**src/rtl/dm_access_master.sv**
```systemverilog
// Data-memory access initiator: one CPU load/store becomes one word-aligned bus
// transaction with byte enables, lane-replicated store data and extended load data.
module dm_access_master #(
  parameter int TIMEOUT = 255
) (
  input  logic        clk,
  input  logic        reset,
  input  logic        cpu_req,
  input  logic        cpu_we,
  input  logic [2:0]  cpu_type,
  input  logic [31:0] cpu_addr,
  input  logic [31:0] cpu_wdata,
  output logic        cpu_busy,
  output logic        cpu_done,
  output logic [31:0] cpu_rdata,
  output logic        err_misalign,
  output logic        err_timeout,
  output logic        bus_req,
  output logic        bus_we,
  output logic [31:0] bus_addr,
  output logic [3:0]  bus_be,
  output logic [31:0] bus_wdata,
  input  logic        bus_ack,
  input  logic [31:0] bus_rdata
);

  localparam int CW = (TIMEOUT > 1) ? $clog2(TIMEOUT) : 1;

  typedef enum logic [1:0] {IDLE, WAIT, RESP} state_t;

  state_t         state_reg, state_next;
  logic [CW-1:0]  cnt_reg, cnt_next;
  logic [2:0]     type_reg, type_next;
  logic [1:0]     lane_reg, lane_next;
  logic           done_reg, done_next;
  logic           mis_reg, mis_next;
  logic           to_reg, to_next;
  logic [31:0]    rdata_reg, rdata_next;
  logic           req_reg, req_next;
  logic           we_reg, we_next;
  logic [31:0]    addr_reg, addr_next;
  logic [3:0]     be_reg, be_next;
  logic [31:0]    wdata_reg, wdata_next;

  logic           access_ok;
  logic [3:0]     be_calc;
  logic [31:0]    wdata_calc;
  logic [7:0]     rbyte [4];
  logic [7:0]     sel_byte;
  logic [15:0]    sel_half;
  logic [31:0]    load_val;

  generate
    for (genvar gi = 0; gi < 4; gi++) begin : g_rbyte
      assign rbyte[gi] = bus_rdata[8*gi +: 8];
    end
  endgenerate

  // Alignment, byte enables and replicated store data for the incoming request
  always_comb begin
    access_ok  = 1'b0;
    be_calc    = 4'b0000;
    wdata_calc = {4{cpu_wdata[7:0]}};
    case (cpu_type)
      3'd0: begin
        access_ok  = (cpu_addr[1:0] == 2'b00);
        be_calc    = 4'b1111;
        wdata_calc = cpu_wdata;
      end
      3'd1, 3'd2: begin
        access_ok  = ~cpu_addr[0];
        be_calc    = cpu_addr[1] ? 4'b1100 : 4'b0011;
        wdata_calc = {2{cpu_wdata[15:0]}};
      end
      3'd3, 3'd4: begin
        access_ok  = 1'b1;
        be_calc    = 4'b0001 << cpu_addr[1:0];
      end
      default: access_ok = 1'b0;
    endcase
  end

  assign sel_byte = rbyte[lane_reg];
  assign sel_half = lane_reg[1] ? {rbyte[3], rbyte[2]} : {rbyte[1], rbyte[0]};

  always_comb begin
    load_val = 32'h0;
    case (type_reg)
      3'd0:    load_val = bus_rdata;
      3'd1:    load_val = {{16{sel_half[15]}}, sel_half};
      3'd2:    load_val = {16'h0, sel_half};
      3'd3:    load_val = {{24{sel_byte[7]}}, sel_byte};
      3'd4:    load_val = {24'h0, sel_byte};
      default: load_val = 32'h0;
    endcase
  end

  always_comb begin
    state_next = state_reg;
    cnt_next   = cnt_reg;
    type_next  = type_reg;
    lane_next  = lane_reg;
    done_next  = 1'b0;
    mis_next   = 1'b0;
    to_next    = 1'b0;
    rdata_next = rdata_reg;
    req_next   = req_reg;
    we_next    = we_reg;
    addr_next  = addr_reg;
    be_next    = be_reg;
    wdata_next = wdata_reg;
    case (state_reg)
      IDLE: begin
        if (cpu_req) begin
          if (!access_ok) begin
            // Rejected without touching the bus; reported next cycle
            done_next  = 1'b1;
            mis_next   = 1'b1;
            rdata_next = 32'h0;
          end else begin
            state_next = WAIT;
            cnt_next   = '0;
            type_next  = cpu_type;
            lane_next  = cpu_addr[1:0];
            req_next   = 1'b1;
            we_next    = cpu_we;
            addr_next  = {cpu_addr[31:2], 2'b00};
            be_next    = be_calc;
            wdata_next = wdata_calc;
          end
        end
      end
      WAIT: begin
        if (bus_ack) begin
          state_next = RESP;
          req_next   = 1'b0;
          done_next  = 1'b1;
          rdata_next = we_reg ? 32'h0 : load_val;
        end else if (cnt_reg == CW'(TIMEOUT - 1)) begin
          state_next = RESP;
          req_next   = 1'b0;
          done_next  = 1'b1;
          to_next    = 1'b1;
          rdata_next = 32'h0;
        end else begin
          cnt_next = cnt_reg + CW'(1);
        end
      end
      RESP: begin
        state_next = IDLE;
        cnt_next   = '0;
      end
      default: state_next = IDLE;
    endcase
  end

  always_ff @(posedge clk) begin
    if (reset) begin
      state_reg <= IDLE;
      cnt_reg   <= '0;
      type_reg  <= 3'd0;
      lane_reg  <= 2'd0;
      done_reg  <= 1'b0;
      mis_reg   <= 1'b0;
      to_reg    <= 1'b0;
      rdata_reg <= 32'h0;
      req_reg   <= 1'b0;
      we_reg    <= 1'b0;
      addr_reg  <= 32'h0;
      be_reg    <= 4'h0;
      wdata_reg <= 32'h0;
    end else begin
      state_reg <= state_next;
      cnt_reg   <= cnt_next;
      type_reg  <= type_next;
      lane_reg  <= lane_next;
      done_reg  <= done_next;
      mis_reg   <= mis_next;
      to_reg    <= to_next;
      rdata_reg <= rdata_next;
      req_reg   <= req_next;
      we_reg    <= we_next;
      addr_reg  <= addr_next;
      be_reg    <= be_next;
      wdata_reg <= wdata_next;
    end
  end

  assign cpu_busy     = (state_reg != IDLE);
  assign cpu_done     = done_reg;
  assign cpu_rdata    = rdata_reg;
  assign err_misalign = mis_reg;
  assign err_timeout  = to_reg;
  assign bus_req      = req_reg;
  assign bus_we       = we_reg;
  assign bus_addr     = addr_reg;
  assign bus_be       = be_reg;
  assign bus_wdata    = wdata_reg;

endmodule

```
**config.mk**
```make
export PLATFORM = sky130hd
export DESIGN_NAME = dm_access_master
export DESIGN_NICKNAME = d
export VERILOG_FILES = /design/src/rtl/dm_access_master.sv
export SDC_FILE = /design/constraint.sdc
export NUM_CORES = 1
export LEC_CHECK = 0
export CAP_MARGIN = 25
export CORE_UTILIZATION = 47
export CTS_CLUSTER_DIAMETER = 100
export CTS_CLUSTER_SIZE = 14
export DETAILED_ROUTE_END_ITERATION = 7
export PLACE_DENSITY_LB_ADDON = 0.05
export SLEW_MARGIN = 20
export SYNTH_ARGS = -nofsm -noshare
export SYNTH_HDL_FRONTEND = slang
export SYNTH_SLANG_ARGS = --single-unit
```
**constraint.sdc**
```tcl
create_clock -name clk -period 5.7 [get_ports clk]
set_input_delay 0.57 -clock clk [delete_from_list [all_inputs] [get_ports clk]]
set_output_delay 0.57 -clock clk [all_outputs]
set_load 0.03 [all_outputs]
```
Word-level counts from Yosys, hierarchy flattened:

Cells that the tools add are included.
Widths: inputs -> output; s select.

* register bits: 118
* input bits: 104
* output and inout bits: 106
* logic and storage cells: 88

* add/sub/neg operators: 1
* $lt $le $gt $ge: 1
* equality and inequality tests: 17
* shift operators: 1
* multiplexer cells: 35
* bitwise gates (word level): 4
* reductions and logical operators: 16

Operators by type and width (count)
* $mux 32: 5
* $pmux 32 s5: 1
* $pmux 32 s2: 2
* $mux 8: 6
* $pmux 8 s3: 1
* $bmux 8 s2: 1
* $mux 16: 1
* $eq 3x2->1 const B: 4
* $pmux 4 s3: 1
* $ne 2x2->1 const B: 5
* $add 8x1->8 const B: 1
* $eq 8x8->1 const B: 1
* $mux 1: 8
* $mux 2: 4
* $reduce_and 4->1: 2
* $eq 3x1->1 const B: 2
* $eq 3x3->1 const B: 2
* $logic_not 3->1: 2
* $reduce_and 3->1: 2
* $reduce_or 2->1: 3
* $reduce_and 5->1: 1
* $logic_not 2->1: 2
* $mux 4: 1
* $pmux 1 s2: 2
* other kinds (12): 15

Depth between registers and ports, before layout:

Gate-level depths: netlist of the first run.

* depth after elaboration: 8
* depth in mapped cells: 9
* gate-level depth less buffers: 7

Worst setup path after synthesis of the first run:

OpenSTA, ideal clock, no wires.

* kind: input to register
* start point: input cpu_type[2]
* end point: register rdata_reg[2] (netlist: cpu_rdata[2])
* library setup time: 0.122 ns
* arrival: 2.074 ns
* data required time: 5.578 ns
* setup slack: 3.505 ns
* stages on the path: 7
* path buffers: 2
* cell sequence: or4b_1 o211ai_2 nand3_1 and3b_1 buf_6 buf_6 a221o_1

* cells in the longest elaborated chain, start to end: 5
* elaborated cells between the ends (all ways): 10
* classes of those cells: eq/ne (5); mux (1); reduce/logical (4)

RTL lines
* from (decl): RTL line 10 `input logic [2:0] cpu_type,`
* $eq 3x2->1, or another cell as far along: RTL line 64 `case (cpu_type)`
* $reduce_or 2->1: RTL line 64
* $pmux 1 s3 (*): RTL line 64
* $ne 2x2->1 (no line) (*)
* $reduce_and 4->1 (no line) (*)
* to (signal assigned): RTL line 180 `rdata_reg <= rdata_next;`
* to (decl): RTL line 38 `logic [31:0] rdata_reg, rdata_next;`

Mark *: on every way between the ends. The rest lies on a longest branch, timed or not.
A chain may end at the register's enable or synchronous reset.

Final worst setup path of the first run:

* start point: input cpu_type[1]
* end point: register be_reg[2] (netlist: bus_be[2])

* cells in the longest elaborated chain, start to end: 4
* elaborated cells between the ends (all ways): 10
* classes of those cells: eq/ne (4); mux (2); reduce/logical (4)

RTL lines
* $eq 3x2->1, or another cell as far along: RTL line 64
* $reduce_or 2->1: RTL line 64
* $pmux 1 s3: RTL line 64
* $reduce_and 3->1 (no line)
* to (signal assigned): RTL line 184 `be_reg <= be_next;`
* to (decl): RTL line 42 `logic [3:0] be_reg, be_next;`

Several ways; a longest one is shown, not always the timed one.

==> results of run 1 <==
==> final timing paths <==
kind                                   start           end  slack [ps]  cells past startpoint
worst max-delay path             cpu_type[1]     bus_be[2]        2410                      7
worst min-delay path            bus_wdata[1]  bus_wdata[1]         450                      2
worst max register to register    cnt_reg[1]  cpu_rdata[6]        3190                      7
worst min register to register  bus_wdata[1]  bus_wdata[1]         450                      2
==> worst max-delay path, delay by kind of cell <==
family / cells / cell delay (ps)
buffers and inverters: 2 / 1240
AO/OA/AOI/OAI: 3 / 1080
AND/OR/NAND/NOR: 2 / 780
==> logic make-up after synthesis <==
kind of cell | after synthesis
and+or+nand+nor | 211
AOI/OAI and AO/OA | 203
DFF | 118
buffers and inverters | 60
muxes | 34
adders and majority gates | 2
other | 1
==> final cells by class <==
class	count	area, um2
fill	839	2872
clock inverter	13	178.9
inverter	9	33.78
multi-input combinational	452	2634
tap	140	175.2
clock buffer	19	441.7
timing repair buffer	214	2143
sequential	118	2362
==> stage by stage <==
stage | std cells | area, um2 | hold WS, ps | power (mW) | setup WS (ps)
after floorplan | 630 | 5249 | 470.6 | 1.138 | 3505
after global placement | 931 | 7318 | 434.1 | 1.322 | 2017
after detailed placement | 932 | 7333 | 447.7 | 1.332 | 1870
after CTS | 964 | 7954 | 455.2 | 2.440 | 2446
after global routing | 965 | 7969 | 474.2 | 2.512 | 2158
final | 965 | 7969 | 452.7 | 2.427 | 2405
==> placed cells by master, fill, tap and decap left out, types with 5 or more instances in the layout <==
cell             synthesis  final
mux2i_1                 25     25
inv_1                    9      9
clkbuf_16                0     16
mux2_2                   8      8
a211oi_1                20     20
clkinv_2                 0      5
nor2b_1                  9      9
nor3_1                   6      6
o2bb2ai_1               24     24
dfxtp_1                118    118
nand2_1                128    128
a221o_1                  7      7
nor2_1                  42     42
a22oi_1                 15     15
clkdlybuf4s50_1          0    206
o21ai_0                 25     25
a21oi_1                 89     88
==> per-layer routing <==
layer  up-vias  GRT usage [%]  share of wire [%]
li1       2597              -                  -
met1      2448          32.10                 40
met2       207          45.74                 48
met3        32          10.71                9.0
met4         0          12.52                2.3
met5         -              0                  0
==> power by group <==
group / internal [mW] / switching, mW
Combinational: 0.192 / 0.233
Clock: 0.730 / 0.377
Sequential: 0.867 / 0.0284
==> impl_metrics.py, run 1 <==
metrics = {
    "detailed_routing": {
        "first_pass_iters": 5,
        "drc_errors": 0,
        "drtAntennaViolNets": 0,
        "wl_per_cell_um": 16.43,
        "drt_iter0_drc": 337,
        "drt_wl_total_mm": 15.86,
        "num_vias": 5284,
        "viasPerCell": 5.476,
    },
    "global_routing": {
        "grt_overflow": 0,
        "grt_antenna_before_repair": 0,
        "grt_first_pass_wirelength_mm": 25.10,
        "grt_pass1_vias": 5039,
        "grtUsageTotal_pct": 27.91,
        "grt_max_degree": 90,
    },
    "sta": {
        "drv_slew": 0,
        "worst_pin_slew_ps": 1041,
        "relSlewSlack_pct": 30.62,
        "rsz0062_at_grt": "no",
        "hold_viol_final": 0,
        "finalCriticalPeriod_ps": 3295,
        "fin_crit_sh_pct": 57.81,
        "max_freq_mhz": 303.5,
        "clock_skew_ps": 7.004,
        "setup-tns-final_ps": 0,
        "finalSetupViolations": 0,
    },
    "placement": {
        "gp_congestion": 0.8206,
        "portBuffers": 207,
        "place_hpwl_mm": 10.96,
    },
    "floorplanning": {
        "die_w_um": 107.6,
        "io_pins": 210,
        "die_area_um2": 11590,
        "coreArea_um2": 10840,
        "die_h_um": 107.6,
        "start_util_pct": 48.38,
        "std_cell_rows": 38,
    },
    "synthesis": {
        "synth.most_common_cell": "nand2_1",
        "synthTopCellsByArea": "dfxtp_1 45%, nand2_1 9.2%, a21oi_1 8.5%",
        "postSynthAreaPerCell_um2": 8.339,
        "synth_xor_area_share_pct": 0,
        "yosys-mux-area-fraction_pct": 6.918,
        "async_flop_share_pct": 0,
        "synth_area_um2": 5245,
        "synthTopCellsByCount": "128 x nand2_1, 118 x dfxtp_1, 89 x a21oi_1, 42 x nor2_1, 31 x clkbuf_1",
        "yosys.area_share.simple_pct": 17.46,
        "yosysTopAreaCellShare_pct": 45.04,
        "synth_edf_count": 0,
        "synth-seq-cells": 118,
        "synth_top_area_cell": "dfxtp_1",
        "synthAdderAreaFrac_pct": 0.4771,
        "ys_seq_area_share_pct": 45.04,
        "yosys_warnings": 0,
        "postSynthCellCount": 629,
        "synth_cell_type_count": 52,
        "synth-compound-area-share_pct": 25.00,
        "ys.flop_type": "dfxtp_1",
        "synth_top_family_by_area": "compound AO/OA/AOI/OAI gates",
    },
    "cts": {
        "cts_tree": "done",
        "h-tree-depth": 4,
        "clk_pin_slew_worst_paths_ps": 60,
        "cts_resized": 0,
        "cts_max_path_buffers": 2,
        "cts_buffers": 17,
        "holdBufCountCts": 0,
        "cts.sinks": 118,
        "cts_setup_buffers": 0,
        "clk_latency_ps": 520,
        "clockRootBuffer": "clkbuf_8",
    },
    "layout": {
        "syn2layout_area_growth_pct": 51.93,
        "diodes": 0,
        "postLayoutCoreUtil_pct": 73.51,
        "final_layout_size_suffix_gt1_share_pct": 7.273,
        "nNetsFinal": 918,
    },
    "critical_path": {
        "arrival_ps": 3710,
        "crit_required_ps": 6120,
        "crit_type": "in2reg",
        "cp_cell_sequence": "clkdlybuf4s50_1, o21ai_0, o211ai_2, nor3_4, buf_12, nor2_1, a311oi_1",
        "cpMaxStageDelayCell": "clkdlybuf4s50_1",
        "slowest_delay_ps": 890,
        "path_max_fanout": 67,
        "endpoint_kind": "register",
        "cp-start-kind": "input pin",
    },
    "power": {
        "ir_worst_vdd_uv": 240.7,
        "powerDensity_nw_per_um2": 304.5,
        "leakagePower_nw": 2.915,
    },
    "run_status": {
        "status": "finished, final reports clean",
    },
    "run": {
        "maxCapViolCount": 0,
    },
    "hold_path": {
        "hold_path.class": "reg2reg",
    },
}
Note: power is estimated with default switching activity, not from simulation.
==> run 2, diff against run 1 <==
--- a/config.mk
+++ b/config.mk
@@ -6,7 +6,7 @@
 export NUM_CORES = 1
 export LEC_CHECK = 0
 export CAP_MARGIN = 25
-export CORE_UTILIZATION = 47
+export CORE_UTILIZATION = 44
 export CTS_CLUSTER_DIAMETER = 100
 export CTS_CLUSTER_SIZE = 14
 export DETAILED_ROUTE_END_ITERATION = 7
==> constraint.sdc (replaced) <==
create_clock -name clk -period 3.1 [get_ports clk]
set_input_delay 0.31 -clock clk [delete_from_list [all_inputs] [get_ports clk]]
set_output_delay 0.31 -clock clk [all_outputs]
set_load 0.03 [all_outputs]
==> run 2 against run 1 <==
Compared with the run above:
- the run now ends with design-rule violations left
- combinational power grew 84%
- final area about the same
- utilization down 4.3 points
- clock power up 77%
- sequential cell count unchanged
- largest cell class unchanged
- clock skew is 1.3 ps lower
- worst hold slack lost 12 ps
- wire length down 2.0%
==> impl_metrics.py, run 2 (same netlist as run 1, synthesis figures left out) <==
metrics = {
    "floorplanning": {
        "die_area_um2": 12360,
        "io_pins": 210,
        "std_cell_rows": 39,
        "die_h_um": 111.2,
        "coreArea_um2": 11520,
        "die_w_um": 111.2,
        "start_util_pct": 45.55,
    },
    "detailed_routing": {
        "drt_wl_total_mm": 15.54,
        "drtAntennaViolNets": 0,
        "num_vias": 5233,
        "wl_per_cell_um": 16.01,
        "drt_iter0_drc": 425,
        "viasPerCell": 5.389,
        "drc_errors": 20,
        "first_pass_iters": 7,
    },
    "placement": {
        "place_hpwl_mm": 10.88,
        "dp.cells": 941,
        "portBuffers": 207,
        "gp_congestion": 0.8411,
        "place_ws_ps": 322.5,
    },
    "global_routing": {
        "grt_pass1_vias": 5087,
        "grtUsageTotal_pct": 25.67,
        "grt_first_pass_wirelength_mm": 25.14,
        "grt_antenna_before_repair": 0,
        "grt_max_degree": 88,
        "grt_overflow": 0,
    },
    "power": {
        "powerDensity_nw_per_um2": 550.2,
        "leakagePower_nw": 2.911,
        "ir_worst_vdd_uv": 464.3,
    },
    "sta": {
        "hold_slack_ps": 440.8,
        "drv_slew": 0,
        "rsz0062_at_grt": "no",
        "clock_skew_ps": 5.689,
        "relSlewSlack_pct": 33.78,
        "finalSetupViolations": 0,
        "max_freq_mhz": 411.2,
        "timing.final.ws_setup_ps": 668.3,
        "hold_viol_final": 0,
        "fin_crit_sh_pct": 78.44,
        "worst_pin_slew_ps": 993.3,
        "setup-tns-final_ps": 0,
        "finalCriticalPeriod_ps": 2432,
    },
    "critical_path": {
        "path_max_fanout": 55,
        "slowest_delay_ps": 850,
        "cpMaxStageDelayCell": "or3_2",
        "arrival_ps": 2750,
        "cp_cell_sequence": "clkdlybuf4s50_1, or4b_1, o211ai_2, or3_2, nand2_1, a21oi_1",
        "crit_type": "in2reg",
        "endpoint_kind": "register",
        "cp-start-kind": "input pin",
        "crit_required_ps": 3420,
    },
    "cts": {
        "cts_buffers": 17,
        "cts_resized": 0,
        "clockRootBuffer": "clkbuf_16",
        "cts_setup_buffers": 0,
        "cts_tree": "done",
        "clk_latency_ps": 420,
        "cts_max_path_buffers": 2,
        "clk_pin_slew_worst_paths_ps": 50,
        "cts.sinks": 118,
        "holdBufCountCts": 0,
        "h-tree-depth": 4,
    },
    "run_status": {
        "violations": "design-rule violations",
        "status": "complete, but fails checks",
    },
    "layout": {
        "most-common-layout-cells": "206 x clkdlybuf4s50_1, 128 x nand2_1, 118 x dfxtp_1",
        "layout_commonest_cell": "clkdlybuf4s50_1",
        "fill_cells": 928,
        "diodes": 0,
        "syn2layout_area_growth_pct": 51.91,
        "stdcell_count": 971,
        "final_layout_size_suffix_gt1_share_pct": 7.367,
        "nNetsFinal": 923,
        "postLayoutCoreUtil_pct": 69.19,
    },
    "run": {
        "maxCapViolCount": 0,
    },
    "hold_path": {
        "hold_path.class": "in2reg",
    },
}
-- run 2: cell count changes in the layout (fill, tap and decap cells not counted), sizes merged --
cell | previous run | this run
clkinv | 8 | 3
buf | 8 | 13
bufinv | 4 | 3
clkbuf | 19 | 21
clkinvlp | 1 | 3
-- run 2: per-stage QoR --
stage	total power, mW	instance area [um2]
CTS	4.409	7968
global placement	2.441	7380
finish	4.384	7968
global route	4.550	7968
floorplan	2.092	5249
detailed placement	2.454	7380
-- run 2: where the power goes --
| group | internal (mW) | switching, mW | leakage [nW] |
|---|---|---|---|
| Sequential | 1.59 | 0.0527 | 0.961 |
| Clock | 1.29 | 0.666 | 0.281 |
| Combinational | 0.355 | 0.426 | 1.67 |
| Total | 3.24 | 1.14 | 2.91 |
-- run 2: final cells by class --
class / instances / area, um2 / area share [%]
Clock inverter: 9 / 127.6 / 1.602
Sequential cell: 118 / 2362 / 29.65
Inverter: 9 / 33.78 / 0.4240
Clock buffer: 21 / 460.4 / 5.779
Tap cell: 143 / 178.9 / 2.246
Multi-Input combinational cell: 452 / 2635 / 33.07
Timing Repair Buffer: 219 / 2170 / 27.23
-- run 2: per-layer routing --
layer	vias up	part of all wire, %	track usage [%]
li1	2599	-	-
met1	2422	43	31.11
met2	194	47	41.17
met3	18	8.7	10.06
met4	0	1.2	9.099
met5	-	0	0
-- run 2: final timing paths --
check / from / end / slack (ps) / depth (start not counted)
worst min-delay path: cpu_addr[16] / bus_addr[16] / 440 / 3
worst min register to register: bus_addr[5] / bus_addr[5] / 450 / 2
worst max register to register: cnt_reg[0] / cpu_rdata[30] / 690 / 8
worst max-delay path: cpu_addr[1] / bus_addr[14] / 670 / 6
-- run 2: worst max-delay path: cells and delay by family --
kind,cells,cell delay (ps)
AND/OR/NAND/NOR,3,1460
buffers and inverters,1,560
AO/OA/AOI/OAI,2,390
==> run 3, diff against run 2 <==
--- a/config.mk
+++ b/config.mk
@@ -6,7 +6,7 @@
 export NUM_CORES = 1
 export LEC_CHECK = 0
 export CAP_MARGIN = 25
-export CORE_UTILIZATION = 44
+export CORE_UTILIZATION = 39
 export CTS_CLUSTER_DIAMETER = 100
 export CTS_CLUSTER_SIZE = 14
 export DETAILED_ROUTE_END_ITERATION = 7
==> constraint.sdc (replaced) <==
create_clock -name clk -period 2.1 [get_ports clk]
set_input_delay 0.21 -clock clk [delete_from_list [all_inputs] [get_ports clk]]
set_output_delay 0.21 -clock clk [all_outputs]
set_load 0.03 [all_outputs]
==> run 3 against run 2 <==
Compared with the run above:
- the flow now finishes without violations
- worst hold slack got worse by 95 ps
- final area is 4.2% higher
- utilization decreased by 6.3 points
- first-iteration DRC count grew 16%
- clock skew grew 3.0 ps
- sequential share of layout area decreased by 1.2 points
- die area is 13% higher
- critical path depth is the same
- count of clock-buffer cells in the layout did not move
- critical path type is now reg2reg
==> impl_metrics.py, run 3 (same netlist as run 1, synthesis figures left out) <==
metrics = {
    "sta": {
        "worst_pin_slew_ps": 920.4,
        "finalCriticalPeriod_ps": 1943,
        "finalSetupViolations": 0,
        "max_freq_mhz": 514.7,
        "relSlewSlack_pct": 38.64,
        "hold_viol_final": 0,
        "drv_slew": 0,
        "timing.final.ws_setup_ps": 157.2,
        "fin_crit_sh_pct": 92.52,
        "clock_skew_ps": 8.705,
        "rsz0062_at_grt": "no",
    },
    "critical_path": {
        "cp_cell_sequence": "buf_4, ha_1, or3b_2, a21o_1, or4_1, a21oi_1",
        "crit_type": "reg2reg",
        "cp-start-kind": "register",
        "r2r_start": "cnt_reg[1]",
        "r2r_end": "cnt_reg[4]",
        "slowest_delay_ps": 450,
        "ff2ff_path_depth": 6,
        "startpoint": "cnt_reg[1]",
        "reg2reg_slack_ps": 160,
        "crit_buf_inv": 1,
        "cpMaxStageDelayCell": "or3b_2",
        "endpoint_kind": "register",
        "arrival_ps": 2280,
        "path_max_fanout": 6,
        "path_depth": 6,
        "crit_required_ps": 2430,
        "crit_family": "simple AND/OR/NAND/NOR gates",
        "critPathCapture": "cnt_reg[4]",
    },
    "power": {
        "switching_share_pct": 25.71,
        "power.internal_mw": 5.150,
        "p_clk_share_pct": 47.7,
        "combPwrFrac_pct": 17.4,
        "powerDensity_nw_per_um2": 835.3,
        "power_mw": 6.933,
        "power_frac_seq_pct": 35.0,
        "ir_worst_vdd_uv": 761.6,
        "p_switching_mw": 1.782,
        "leakagePower_nw": 3.086,
    },
    "detailed_routing": {
        "drtAntennaViolNets": 0,
        "drt_iter0_drc": 491,
        "first_pass_iters": 4,
        "drt_wl_total_mm": 16.13,
        "viasPerCell": 5.124,
        "wl_per_cell_um": 15.66,
        "drc_errors": 0,
        "num_vias": 5278,
    },
    "run": {
        "maxCapViolCount": 0,
    },
    "cts": {
        "cts.sinks": 118,
        "cts_buffers": 17,
        "clockRootBuffer": "clkbuf_16",
        "h-tree-depth": 4,
        "cts_tree": "done",
        "cts_setup_buffers": 0,
        "cts_resized": 1,
        "cts_max_path_buffers": 2,
        "clk_pin_slew_worst_paths_ps": 50,
        "holdBufCountCts": 0,
        "clk_latency_ps": 420,
    },
    "floorplanning": {
        "die_area_um2": 13920,
        "die_h_um": 118.0,
        "io_pins": 210,
        "std_cell_rows": 42,
        "start_util_pct": 39.76,
        "die_w_um": 118.0,
        "coreArea_um2": 13190,
    },
    "global_routing": {
        "grt_pass1_vias": 5334,
        "grt_antenna_before_repair": 0,
        "grt_first_pass_wirelength_mm": 26.04,
        "grt_overflow": 0,
        "grt_max_degree": 88,
        "grtUsageTotal_pct": 23.51,
    },
    "hold_path": {
        "hold_path.class": "in2reg",
    },
    "layout": {
        "syn2layout_area_growth_pct": 58.23,
        "diodes": 0,
        "final_area_um2": 8299,
        "final_layout_size_suffix_gt1_share_pct": 10.54,
        "layout_commonest_cell": "clkdlybuf4s50_1",
        "nNetsFinal": 947,
        "stdcell_count": 1030,
        "most-common-layout-cells": "205 x clkdlybuf4s50_1, 128 x nand2_1, 118 x dfxtp_1",
    },
    "placement": {
        "place_ws_ps": -187.1,
        "portBuffers": 207,
        "place_hpwl_mm": 11.51,
        "dp.cells": 998,
        "gp_congestion": 0.9071,
        "dpl_cell_area_um2": 7626,
    },
    "run_status": {
        "status": "finished, final reports clean",
    },
}
## run 3: cell types whose count changed in the layout (fill, tap and decap cells not counted), sizes merged
cell / previous run / this run
buf: 13 / 37
dlygate4sd2: 0 / 1
clkdlybuf4s50: 206 / 205
clkinv: 3 / 2
clkinvlp: 3 / 2
inv: 9 / 11
bufinv: 3 / 5
## run 3: how the worst min path moves through the flow
| stage | startpoint | endpoint | depth (start not counted) |
|---|---|---|---|
| 6_report | cpu_addr[22] | bus_addr[22] | 3 |
| 4_1_cts | cpu_addr[17] | bus_addr[17] | 3 |
| 2_1_floorplan | cpu_addr[0] | lane_reg[0] | 2 |
| 5_1_grt | cpu_addr[7] | bus_addr[7] | 3 |
| 3_3_place_gp | cpu_rdata[7] | cpu_rdata[7] | 1 |
| 3_5_place_dp | bus_wdata[2] | bus_wdata[2] | 2 |
## run 3: final cells by class
class,instances,area (um2)
fillers,1131,4891
multi-input cells,452,2636
repair buffers,243,2374
flip-flops and latches,118,2362
clock buffers,21,480.5
well taps,176,220.2
clock inverters,11,192.7
inverters,9,33.78
## run 3: metal layers
| layer | GRT usage, % | vias up | part of all wire [%] |
|---|---|---|---|
| met2 | 38.27 | 195 | 48 |
| met5 | 0 | - | 0 |
| met1 | 28.22 | 2414 | 43 |
| met4 | 8.574 | 0 | 1.1 |
| met3 | 8.672 | 17 | 7.8 |
| li1 | - | 2652 | - |
## run 3: worst min-delay path: stages
cell	delay (ps)
clkdlybuf4s50_1	400
nand2_1	60
a21oi_1	50
## run 3: metrics by stage
stage | setup TNS (ps) | util, % | hold slack [ps]
after global placement | -5896 | 57.82 | 436.8
after floorplan | 0 | - | 346.0
after CTS | 0 | 62.91 | 329.7
final | 0 | 62.92 | 345.9
after detailed placement | -11100 | 57.82 | 447.1
after global routing | 0 | 62.92 | 343.5
## run 3: power by group through the flow
stage	registers (mW)	clock network, mW	logic (mW)
floorplan	2.66	0	0.432
global placement	2.47	0	1.19
detailed placement	2.47	0	1.20
CTS	2.43	3.34	1.21
global route	2.44	3.45	1.29
finish	2.43	3.30	1.20
